==> src/rtl/grey_decode_if.sv <==
// Digit stream, display select and decoded-frame outputs for grey_decode.
// The master modport drives digits and SEL; the slave modport is the decoder.
interface grey_decode_if #(parameter int DIGITS = 12);
  logic [4:0]          dig_in;
  logic                dig_valid;
  logic                sof;
  logic                dig_rdy;
  logic [3:0]          sel;
  logic [4*DIGITS-1:0] value;
  logic                value_valid;
  logic                dig_err;
  logic                frm_err;
  logic                step_err;
  logic [7:0]          disp;

  modport master (
    output dig_in, dig_valid, sof, sel,
    input  dig_rdy, value, value_valid, dig_err, frm_err, step_err, disp
  );

  modport slave (
    input  dig_in, dig_valid, sof, sel,
    output dig_rdy, value, value_valid, dig_err, frm_err, step_err, disp
  );
endinterface

==> src/rtl/grey_decode.sv <==
// Gray-coded digit stream to packed-BCD frame decoder with digit/frame error flags.
// Optional GREY_STEP_CHECK_EN adds a previous-frame register and a +1 step check.
//
// state | meaning
// IDLE  | waiting for a SOF digit; non-SOF digits are consumed and dropped
// RECV  | collecting digits 1..DIGITS-1; SOF here restarts the frame
// CHECK | one cycle to prepare the step reference (PREV+1)
// OUT   | one cycle; outputs register on the edge leaving this state
module grey_decode #(
  parameter int DIGITS = 12
) (
  input  logic          clk,
  input  logic          rst_n,
  grey_decode_if.slave  bus
);

  typedef enum logic [1:0] {IDLE, RECV, CHECK, OUT} state_t;

  localparam logic [3:0] LAST_IDX = 4'(DIGITS - 1);

  state_t              state, state_nxt;
  logic [3:0]          idx;
  logic [4*DIGITS-1:0] frame;
  logic [4*DIGITS-1:0] value_r;
  logic                frame_err;
  logic                value_valid_r;
  logic                dig_err_r;
  logic                frm_err_r;
  logic                xfer;
  logic [4:0]          bin;
  logic                bad;
  logic [3:0]          bcd;

  assign xfer = bus.dig_valid & bus.dig_rdy;

  assign bin = {bus.dig_in[4], ^bus.dig_in[4:3], ^bus.dig_in[4:2],
                ^bus.dig_in[4:1], ^bus.dig_in[4:0]};
  assign bad = (bin > 5'd9);
  assign bcd = bad ? 4'hF : bin[3:0];

  assign bus.dig_rdy = (state == IDLE) || (state == RECV);

  always_ff @(posedge clk or negedge rst_n) begin
    if (!rst_n) state <= IDLE;
    else        state <= state_nxt;
  end

  always_comb begin
    state_nxt = state;
    case (state)
      IDLE:    if (xfer && bus.sof) state_nxt = RECV;
      RECV:    if (xfer && !bus.sof && idx == LAST_IDX) state_nxt = CHECK;
      CHECK:   state_nxt = OUT;
      OUT:     state_nxt = IDLE;
      default: state_nxt = IDLE;
    endcase
  end

  // dig_err holds until the next frame completes, so it also serves as the sticky flag
  always_ff @(posedge clk or negedge rst_n) begin
    if (!rst_n) begin
      idx           <= 4'd0;
      frame         <= '0;
      frame_err     <= 1'b0;
      value_r       <= '0;
      value_valid_r <= 1'b0;
      dig_err_r     <= 1'b0;
      frm_err_r     <= 1'b0;
    end else begin
      value_valid_r <= 1'b0;
      frm_err_r     <= 1'b0;
      case (state)
        IDLE: begin
          if (xfer && bus.sof) begin
            frame[3:0] <= bcd;
            frame_err  <= bad;
            idx        <= 4'd1;
          end
        end
        RECV: begin
          if (xfer) begin
            if (bus.sof) begin
              frame[3:0] <= bcd;
              frame_err  <= bad;
              idx        <= 4'd1;
              frm_err_r  <= 1'b1;
            end else begin
              for (int d = 1; d < DIGITS; d++)
                if (idx == 4'(d)) frame[4*d +: 4] <= bcd;
              frame_err <= frame_err | bad;
              idx       <= idx + 4'd1;
            end
          end
        end
        OUT: begin
          value_r       <= frame;
          value_valid_r <= 1'b1;
          dig_err_r     <= frame_err;
          idx           <= 4'd0;
        end
        default: ;
      endcase
    end
  end

  assign bus.value       = value_r;
  assign bus.value_valid = value_valid_r;
  assign bus.dig_err     = dig_err_r;
  assign bus.frm_err     = frm_err_r;

  always_comb begin
    bus.disp = 8'h00;
    for (int d = 0; d < DIGITS; d++)
      if (bus.sel == 4'(d)) bus.disp = {dig_err_r, 3'b000, value_r[4*d +: 4]};
  end

`ifdef GREY_STEP_CHECK_EN
  logic [4*DIGITS-1:0] prev;
  logic [4*DIGITS-1:0] inc_r;
  logic [4*DIGITS-1:0] inc_nxt;
  logic                prev_vld;
  logic                step_r;

  // BCD increment with ripple carry; all-nines wraps to zero
  always_comb begin
    logic carry;
    carry   = 1'b1;
    inc_nxt = prev;
    for (int d = 0; d < DIGITS; d++) begin
      if (carry) begin
        if (prev[4*d +: 4] == 4'd9) begin
          inc_nxt[4*d +: 4] = 4'd0;
        end else begin
          inc_nxt[4*d +: 4] = prev[4*d +: 4] + 4'd1;
          carry = 1'b0;
        end
      end
    end
  end

  always_ff @(posedge clk or negedge rst_n) begin
    if (!rst_n) begin
      prev     <= '0;
      inc_r    <= '0;
      prev_vld <= 1'b0;
      step_r   <= 1'b0;
    end else begin
      if (state == CHECK) inc_r <= inc_nxt;
      if (state == OUT) begin
        step_r <= !frame_err && prev_vld && (frame != inc_r);
        if (!frame_err) begin
          prev     <= frame;
          prev_vld <= 1'b1;
        end
      end
    end
  end

  assign bus.step_err = step_r;
`else
  assign bus.step_err = 1'b0;
`endif

endmodule

==> src/flat_wrapper.sv <==
// flat-port wrapper written by rule: the top's interface ports become plain ports
module grey_decode_flat 
#(
  parameter int DIGITS = 12
)
  (clk, rst_n, bus_dig_in, bus_dig_valid, bus_sof, bus_sel, bus_dig_rdy, bus_value, bus_value_valid, bus_dig_err, bus_frm_err, bus_step_err, bus_disp);
  grey_decode_if #(.DIGITS(DIGITS)) bus_i ();
  input  logic clk;
  input  logic rst_n;
  input wire logic [$bits(bus_i.dig_in)-1:0] bus_dig_in;
  input wire logic [$bits(bus_i.dig_valid)-1:0] bus_dig_valid;
  input wire logic [$bits(bus_i.sof)-1:0] bus_sof;
  input wire logic [$bits(bus_i.sel)-1:0] bus_sel;
  output wire logic [$bits(bus_i.dig_rdy)-1:0] bus_dig_rdy;
  output wire logic [$bits(bus_i.value)-1:0] bus_value;
  output wire logic [$bits(bus_i.value_valid)-1:0] bus_value_valid;
  output wire logic [$bits(bus_i.dig_err)-1:0] bus_dig_err;
  output wire logic [$bits(bus_i.frm_err)-1:0] bus_frm_err;
  output wire logic [$bits(bus_i.step_err)-1:0] bus_step_err;
  output wire logic [$bits(bus_i.disp)-1:0] bus_disp;
  assign bus_i.dig_in = bus_dig_in;
  assign bus_i.dig_valid = bus_dig_valid;
  assign bus_i.sof = bus_sof;
  assign bus_i.sel = bus_sel;
  assign bus_dig_rdy = bus_i.dig_rdy;
  assign bus_value = bus_i.value;
  assign bus_value_valid = bus_i.value_valid;
  assign bus_dig_err = bus_i.dig_err;
  assign bus_frm_err = bus_i.frm_err;
  assign bus_step_err = bus_i.step_err;
  assign bus_disp = bus_i.disp;
  grey_decode #(.DIGITS(DIGITS)) u_core (.clk(clk), .rst_n(rst_n), .bus(bus_i));
endmodule
==> config.mk <==
export PLATFORM = sky130hd
export DESIGN_NAME = grey_decode_flat
export DESIGN_NICKNAME = d
export VERILOG_FILES = /design/src/rtl/grey_decode_if.sv /design/src/rtl/grey_decode.sv /design/src/flat_wrapper.sv
export SDC_FILE = /design/constraint.sdc
export NUM_CORES = 1
export LEC_CHECK = 0
export BUFFER_PORTS_ARGS = -buffer_cell sky130_fd_sc_hd__buf_2
export CORE_ASPECT_RATIO = 1.75
export CORE_MARGIN = 1.5
export CORE_UTILIZATION = 40
export DETAILED_ROUTE_END_ITERATION = 10
export REMOVE_ABC_BUFFERS = 1
export SETUP_SLACK_MARGIN = 0.2
export SYNTH_ARGS = -nofsm -noshare
export SYNTH_HDL_FRONTEND = slang
export SYNTH_SLANG_ARGS = --single-unit
==> constraint.sdc <==
create_clock -name clk -period 1.79 [get_ports clk]
set_input_delay 0.0895 -clock clk [delete_from_list [all_inputs] [get_ports clk]]
set_output_delay 0.0895 -clock clk [all_outputs]
set_load 0.1 [all_outputs]
==> results of run 1 <==
[kinds of logic after synthesis]
| kind of cell | Yosys count |
|---|---|
| XOR/XNOR | 4 |
| multiplexers | 80 |
| other | 1 |
| AO/OA/AOI/OAI | 73 |
| flip-flops | 106 |
| buffers and inverters | 38 |
| adder cells (fa/ha/maj) | 10 |
| AND/OR/NAND/NOR | 90 |
[per-stage QoR]
stage	util (%)	instances	area (sq um)	power (uW)
2_1_floorplan	-	376	4768	5965
3_3_place_gp	47.41	650	5690	6944
3_5_place_dp	47.41	650	5690	7010
4_1_cts	54.39	685	6529	9718
5_1_grt	58.01	698	6963	10650
6_report	58.01	698	6963	10230
[critical path, delay by kind of cell (launching register included)]
family | cells | cell delay, ns
flops | 1 | 0.39
compound gates | 2 | 0.33
simple gates | 1 | 0.08
mux | 1 | 0.49
buf+inv | 1 | 0.17
[cell usage after synthesis (2+ instances only)]
library cell and n:
buf_1 4, nand2b_1 4, o22ai_1 2, dfrtp_1 106, nand2_1 35, o221ai_1 2
nand3_1 16, inv_1 9, and4bb_2 2, o21ai_1 5, buf_4 5, nor2_1 14
and3_1 6, buf_2 4, nor3_1 2, mux4_2 8, a21oi_1 14, ha_1 10
o21ai_0 24, xnor2_1 3, clkbuf_1 15, a31oi_1 2, mux2_2 66, mux2i_1 6
a311oi_2 2, nor2b_1 3, a22o_1 2, o31ai_1 3, o21ai_2 5, or2_2 3
[area by class of cell]
type                    instances  area share (%)
repair buffers                141           16.26
clock inverters                 6           1.258
well taps                     165           2.965
flip-flops and latches        106           38.11
clock buffers                  10           3.432
inverters                       9          0.5211
multi-input cells             261           37.45
[per-layer routing]
metal  part of all wire [%]  track usage [%]  up-vias  wire (um)
li1                       -                -     1687          -
met1                     40            24.79     1876       5333
met2                     55            36.33       93       7440
met3                    2.4            2.933       27        324
met4                    2.9            9.194        0        391
met5                      0                0        -          0
[worst paths after layout]
kind                                           start                    to  slack, ns  cells past startpoint
worst max-delay path            u_core.bus.value[32]           bus_disp[0]      -0.10                      5
max in group asynchronous                      rst_n  u_core.bus.value[13]       0.90                      3
worst min register to register      u_core.frame[43]      u_core.frame[43]       0.48                      2
min in group asynchronous                      rst_n       u_core.state[1]       0.26                      2
worst max register to register       u_core.state[1]      u_core.frame[14]       0.11                      6
worst min-delay path                         bus_sof    u_core.bus.frm_err       0.12                      2
[registers in the layout, indices dropped and copies added, names as in the netlist]
register                count
u_core.bus.value           48
u_core.frame               48
u_core.idx                  4
u_core.state                2
u_core.bus.dig_err          1
u_core.bus.frm_err          1
u_core.bus.value_valid      1
u_core.frame_err            1
[power groups by stage]
stage | Combinational (uW) | Sequential [uW] | Clock, uW
6_report | 5000 | 3090 | 2140
5_1_grt | 5240 | 3150 | 2270
4_1_cts | 4470 | 3060 | 2180
3_5_place_dp | 3890 | 3120 | 0
3_3_place_gp | 3830 | 3110 | 0
2_1_floorplan | 1570 | 4400 | 0
[repair_timing]
action / 4_1_cts / 5_1_grt
resized for setup: 87 / 80
hold endpoints to repair: 33 / 0
endpoints found under the setup margin: 49 / 99
pin swaps: 13 / 22
hold buffers: 1 / 0
setup buffers: 18 / 9
gates cloned: 0 / 4
==> results.tsv, run 1 <==
stage	metric	value	unit
outcome	status	finished with violations	
outcome	failing checks	negative setup slack	
final_layout	area grow syn2layout	42.18	%
synth	Synth area leaders	dfrtp_1 54%, mux2_2 15%, mux4_2 3.7%	
synth	EDFF count, synth	0	
detailed_routing	detail-routed via count per cell	5.277	
timing	post-layout minimum cycle time	1.890	ns
power_and_ir_drop	internal power	5902	uW
floorplanning	I/O Pins	74	
synth	post-synthesis compound-gate area fraction	9.734	%
power_and_ir_drop	Peak VDD IR	0.001080	V
critical_path	Slowest-stage cell, CP	mux4_2	
clocking	Max Root-Sink Buffers	2	
detailed_routing	via count	3683	
timing	RSZ-0062 raised after global routing	true	
detailed_routing	first-pass iteration count of the detailed router	4	
power_and_ir_drop	power share of the combinational group	48.8	%
synth	largest family of logic cells by synthesized area	multiplexers	
clocking	CTS root buf	clkbuf_16	
synth	multiplexer share of the synthesized area	20.08	%
place	Final HPWL DP	8648	um
floorplanning	# rows	53	
run	Max-Cap Viols	0	
synth	synthesized area	4897	sq um
synth	cell count after synthesis	402	
detailed_routing	remaining antenna violation count	0	
timing	final hold slack	0.1238	ns
place	gpl congestion	0.8220	
floorplanning	initial core utilization	40.80	%
power_and_ir_drop	Psw	4330	uW
synth	Simple-Gate Fraction of Synth Area	9.121	%
floorplanning	Core ar.	12000	sq um
final_layout	FF/Latch Area	2654	sq um
timing	Final WS setup	-0.1004	ns
timing	fmax	529.0	MHz
critical_path	crit path kind	reg2out	
floorplanning	die height	149.4	um
critical_path	Critical Path RT	1.70	ns
clocking	Sink Count	106	
final_layout	most common cell after layout, fill and taps aside	dfrtp_1	
critical_path	startpoint class of the critical path	register	
synth	post-synthesis sequential area ratio	54.16	%
timing	Worst-Margin Slew	0.5221	ns
final_layout	Multi-input gate area	2608	sq um
timing	Final Skew	0.009162	ns
synth	synth unique cells	50	
final_layout	layout cells sized above 1	57.04	%
critical_path	Crit Path Max Fanout	2	
detailed_routing	DRC Markers	0	
synth	Seq cells post-synth	106	
global_routing	Remaining Overflow, GRT	0	
floorplanning	die area	12940	sq um
power_and_ir_drop	Pwr Density	1469	nW/um^2
floorplanning	Die W	86.64	um
clocking	Worst-Skew Late Latency	0.35	ns
global_routing	GRT Overall Usage	20.68	%
timing	Final setup viols	3	
place	I/O Buffers	69	
timing	Final Max Slew Viols	0	
power_and_ir_drop	switching share of power	42.32	%
clocking	CTS clock-pin slew for the worst setup and hold paths	0.07	ns
detailed_routing	total routed wirelength	13490	um
final_layout	number of antenna diodes	0	
synth	fraction of registers with async set/reset	100.0	%
detailed_routing	DR WL/cell	19.33	um
global_routing	largest net degree at the start of global routing	52	
hold_path	Hold Path Class	in2reg	
synth	post-synthesis xor/xnor area fraction	0.7154	%
synth	Mean Syn Cell Area	12.18	sq um
timing	final hold violations	0	
final_layout	Fillers	998	
timing	Tcrit/Tclk final	105.6	%
final_layout	most frequent cells in the layout	105 x dfrtp_1, 62 x buf_2, 48 x buf_4	
critical_path	CP arrival	1.80	ns
timing	post-route setup TNS	-0.2015	ns
clocking	cts bufs inserted	9	
synth	Adder-Cell Fraction of Synth Area	2.555	%
place	DP Worst Slack	-0.1538	ns
global_routing	first-pass GRT wire length	20020	um
power_and_ir_drop	sequential share of power	30.2	%
critical_path	Worst Setup End Kind	output port	
critical_path	CP cell instances	mux4_2, nand2_2, a22oi_1, a22o_1, buf_12	
global_routing	vias in the first global route	3767	
power_and_ir_drop	Leak	0.003309	uW
clocking	CTS tree	yes	
synth	Synth Warn #	0	
timing	Slew headroom	65.19	%
synth	ys flop type	dfrtp_1	
synth	post-synth top area cell	dfrtp_1	
detailed_routing	DRT iter0 DRCs	168	
final_layout	Final nets	551	
synth	top-area cell type share of the netlist area	54.16	%
power_and_ir_drop	Clk pwr share	20.9	%
global_routing	initial antenna violation count	0	
critical_path	CP max stage delay	0.49	ns
clocking	H-tree levels	3	
No activity file was read; power rests on OpenSTA's default activity.
==> run 2, diff against run 1 <==
--- a/config.mk
+++ b/config.mk
@@ -8,10 +8,13 @@
 export BUFFER_PORTS_ARGS = -buffer_cell sky130_fd_sc_hd__buf_2
 export CORE_ASPECT_RATIO = 1.75
 export CORE_MARGIN = 1.5
-export CORE_UTILIZATION = 40
+export CORE_UTILIZATION = 51
+export CTS_CLUSTER_DIAMETER = 40
 export DETAILED_ROUTE_END_ITERATION = 10
+export PLACE_DENSITY = 0.76
 export REMOVE_ABC_BUFFERS = 1
 export SETUP_SLACK_MARGIN = 0.2
+export SKIP_LAST_GASP = 1
 export SYNTH_ARGS = -nofsm -noshare
 export SYNTH_HDL_FRONTEND = slang
 export SYNTH_SLANG_ARGS = --single-unit
==> results.tsv, run 2 (same netlist as run 1, synthesis figures left out) <==
stage	metric	value	unit
outcome	status	finished with violations	
outcome	failing checks	negative setup slack	
clocking	H-tree levels	3	
timing	post-layout minimum cycle time	2.002	ns
detailed_routing	first-pass iteration count of the detailed router	4	
detailed_routing	total routed wirelength	15090	um
clocking	CTS clock-pin slew for the worst setup and hold paths	0.07	ns
detailed_routing	remaining antenna violation count	0	
clocking	cts bufs inserted	9	
global_routing	largest net degree at the start of global routing	107	
critical_path	CP arrival	1.91	ns
clocking	Max Root-Sink Buffers	2	
floorplanning	# rows	47	
power_and_ir_drop	Peak VDD IR	0.001222	V
floorplanning	initial core utilization	52.05	%
clocking	Worst-Skew Late Latency	0.35	ns
timing	fmax	499.5	MHz
critical_path	Worst Setup End Kind	output port	
run	Max-Cap Viols	0	
final_layout	Final nets	558	
global_routing	initial antenna violation count	0	
place	Final HPWL DP	8275	um
place	DP Cell Count	604	
global_routing	first-pass GRT wire length	20220	um
timing	Worst-Margin Slew	0.6015	ns
final_layout	area grow syn2layout	39.14	%
final_layout	Non-Filler Instances	661	
timing	Final Skew	0.004438	ns
detailed_routing	via count	3969	
power_and_ir_drop	Leak	0.003254	uW
timing	Tcrit/Tclk final	111.8	%
detailed_routing	detail-routed via count per cell	6.005	
global_routing	Remaining Overflow, GRT	0	
timing	Final WS setup	-0.2120	ns
final_layout	most frequent cells in the layout	105 x dfrtp_1, 62 x buf_2, 58 x mux2_2	
timing	Final setup viols	3	
detailed_routing	DRT iter0 DRCs	479	
clocking	CTS tree	yes	
detailed_routing	DRC Markers	0	
floorplanning	I/O Pins	74	
final_layout	layout cells sized above 1	58.63	%
final_layout	Fillers	579	
power_and_ir_drop	Pwr Density	1496	nW/um^2
hold_path	Hold Path Class	in2reg	
global_routing	GRT Overall Usage	26.14	%
timing	Slew headroom	59.90	%
timing	final hold slack	0.1221	ns
place	I/O Buffers	69	
final_layout	most common cell after layout, fill and taps aside	dfrtp_1	
clocking	CTS root buf	clkbuf_16	
critical_path	Crit Path Max Fanout	2	
place	DP Worst Slack	-0.1518	ns
detailed_routing	DR WL/cell	22.82	um
critical_path	crit path kind	reg2out	
floorplanning	Core ar.	9409	sq um
place	gpl congestion	0.7906	
clocking	Sink Count	106	
critical_path	Critical Path RT	1.70	ns
critical_path	startpoint class of the critical path	register	
floorplanning	die area	10220	sq um
timing	RSZ-0062 raised after global routing	true	
floorplanning	die height	132.6	um
floorplanning	Die W	77.08	um
global_routing	vias in the first global route	3807	
timing	Final Max Slew Viols	0	
timing	final hold violations	0	
final_layout	number of antenna diodes	0	
run 2: power by group:
group / internal (uW) / switching, uW
clock network: 1080 / 902
registers: 2800 / 331
logic: 1850 / 3240
run 2: worst paths after layout:
check                                startpoint                 end  slack [ns]  cells past startpoint
hold reg to reg                u_core.frame[43]    u_core.frame[43]        0.49                      2
hold / removal                          bus_sof  u_core.bus.frm_err        0.12                      2
max in group asynchronous                 rst_n    u_core.frame[18]        1.01                      3
setup reg to reg                u_core.state[1]    u_core.frame[18]        0.06                      6
min in group asynchronous                 rst_n     u_core.state[0]        0.28                      3
setup / recovery           u_core.bus.value[27]         bus_disp[3]       -0.21                      5
run 2: stage by stage:
step | TNS (ns) | power, uW | instance area [sq um] | util (%)
2_1_floorplan | -31.14 | 5965 | 4768 | -
3_3_place_gp | -1.281 | 6895 | 5602 | 59.53
3_5_place_dp | -2.870 | 6993 | 5602 | 59.53
4_1_cts | -0.1827 | 9421 | 6321 | 67.18
5_1_grt | -0.5572 | 10530 | 6814 | 72.42
6_report | -0.3486 | 10200 | 6814 | 72.42
run 2: metal layers:
layer | up-vias | share of wire [%] | global-route usage [%]
li1 | 1691 | - | -
met1 | 2062 | 37 | 29.78
met2 | 162 | 55 | 47.25
met3 | 54 | 4.6 | 4.690
met4 | 0 | 4.0 | 11.52
met5 | - | 0 | 0
run 2: layout make-up:
class | instances | area, sq um | area share [%]
Clock buffer | 9 | 225.2 | 3.305
Timing Repair Buffer | 148 | 1172 | 17.21
Multi-Input combinational cell | 261 | 2506 | 36.78
Tap cell | 122 | 152.6 | 2.240
Sequential cell | 106 | 2654 | 38.95
Clock inverter | 6 | 67.56 | 0.9916
Inverter | 9 | 36.28 | 0.5325
run 2: critical path, cell delays in order (launching register included):
cell and delay [ns]:
dfrtp_1 0.40, mux2_2 0.29, o221ai_1 0.24, o21ai_1 0.17
a32o_1 0.28, buf_8 0.19
run 2: timing repair:
action / CTS / global route
cloned: 0 / 5
hold buffers: 1 / 0
resized for setup: 57 / 92
endpoints found under the setup margin: 51 / 108
setup buffers: 24 / 12
endpoints found under the hold margin: 106 / 0
pin swaps: 14 / 22
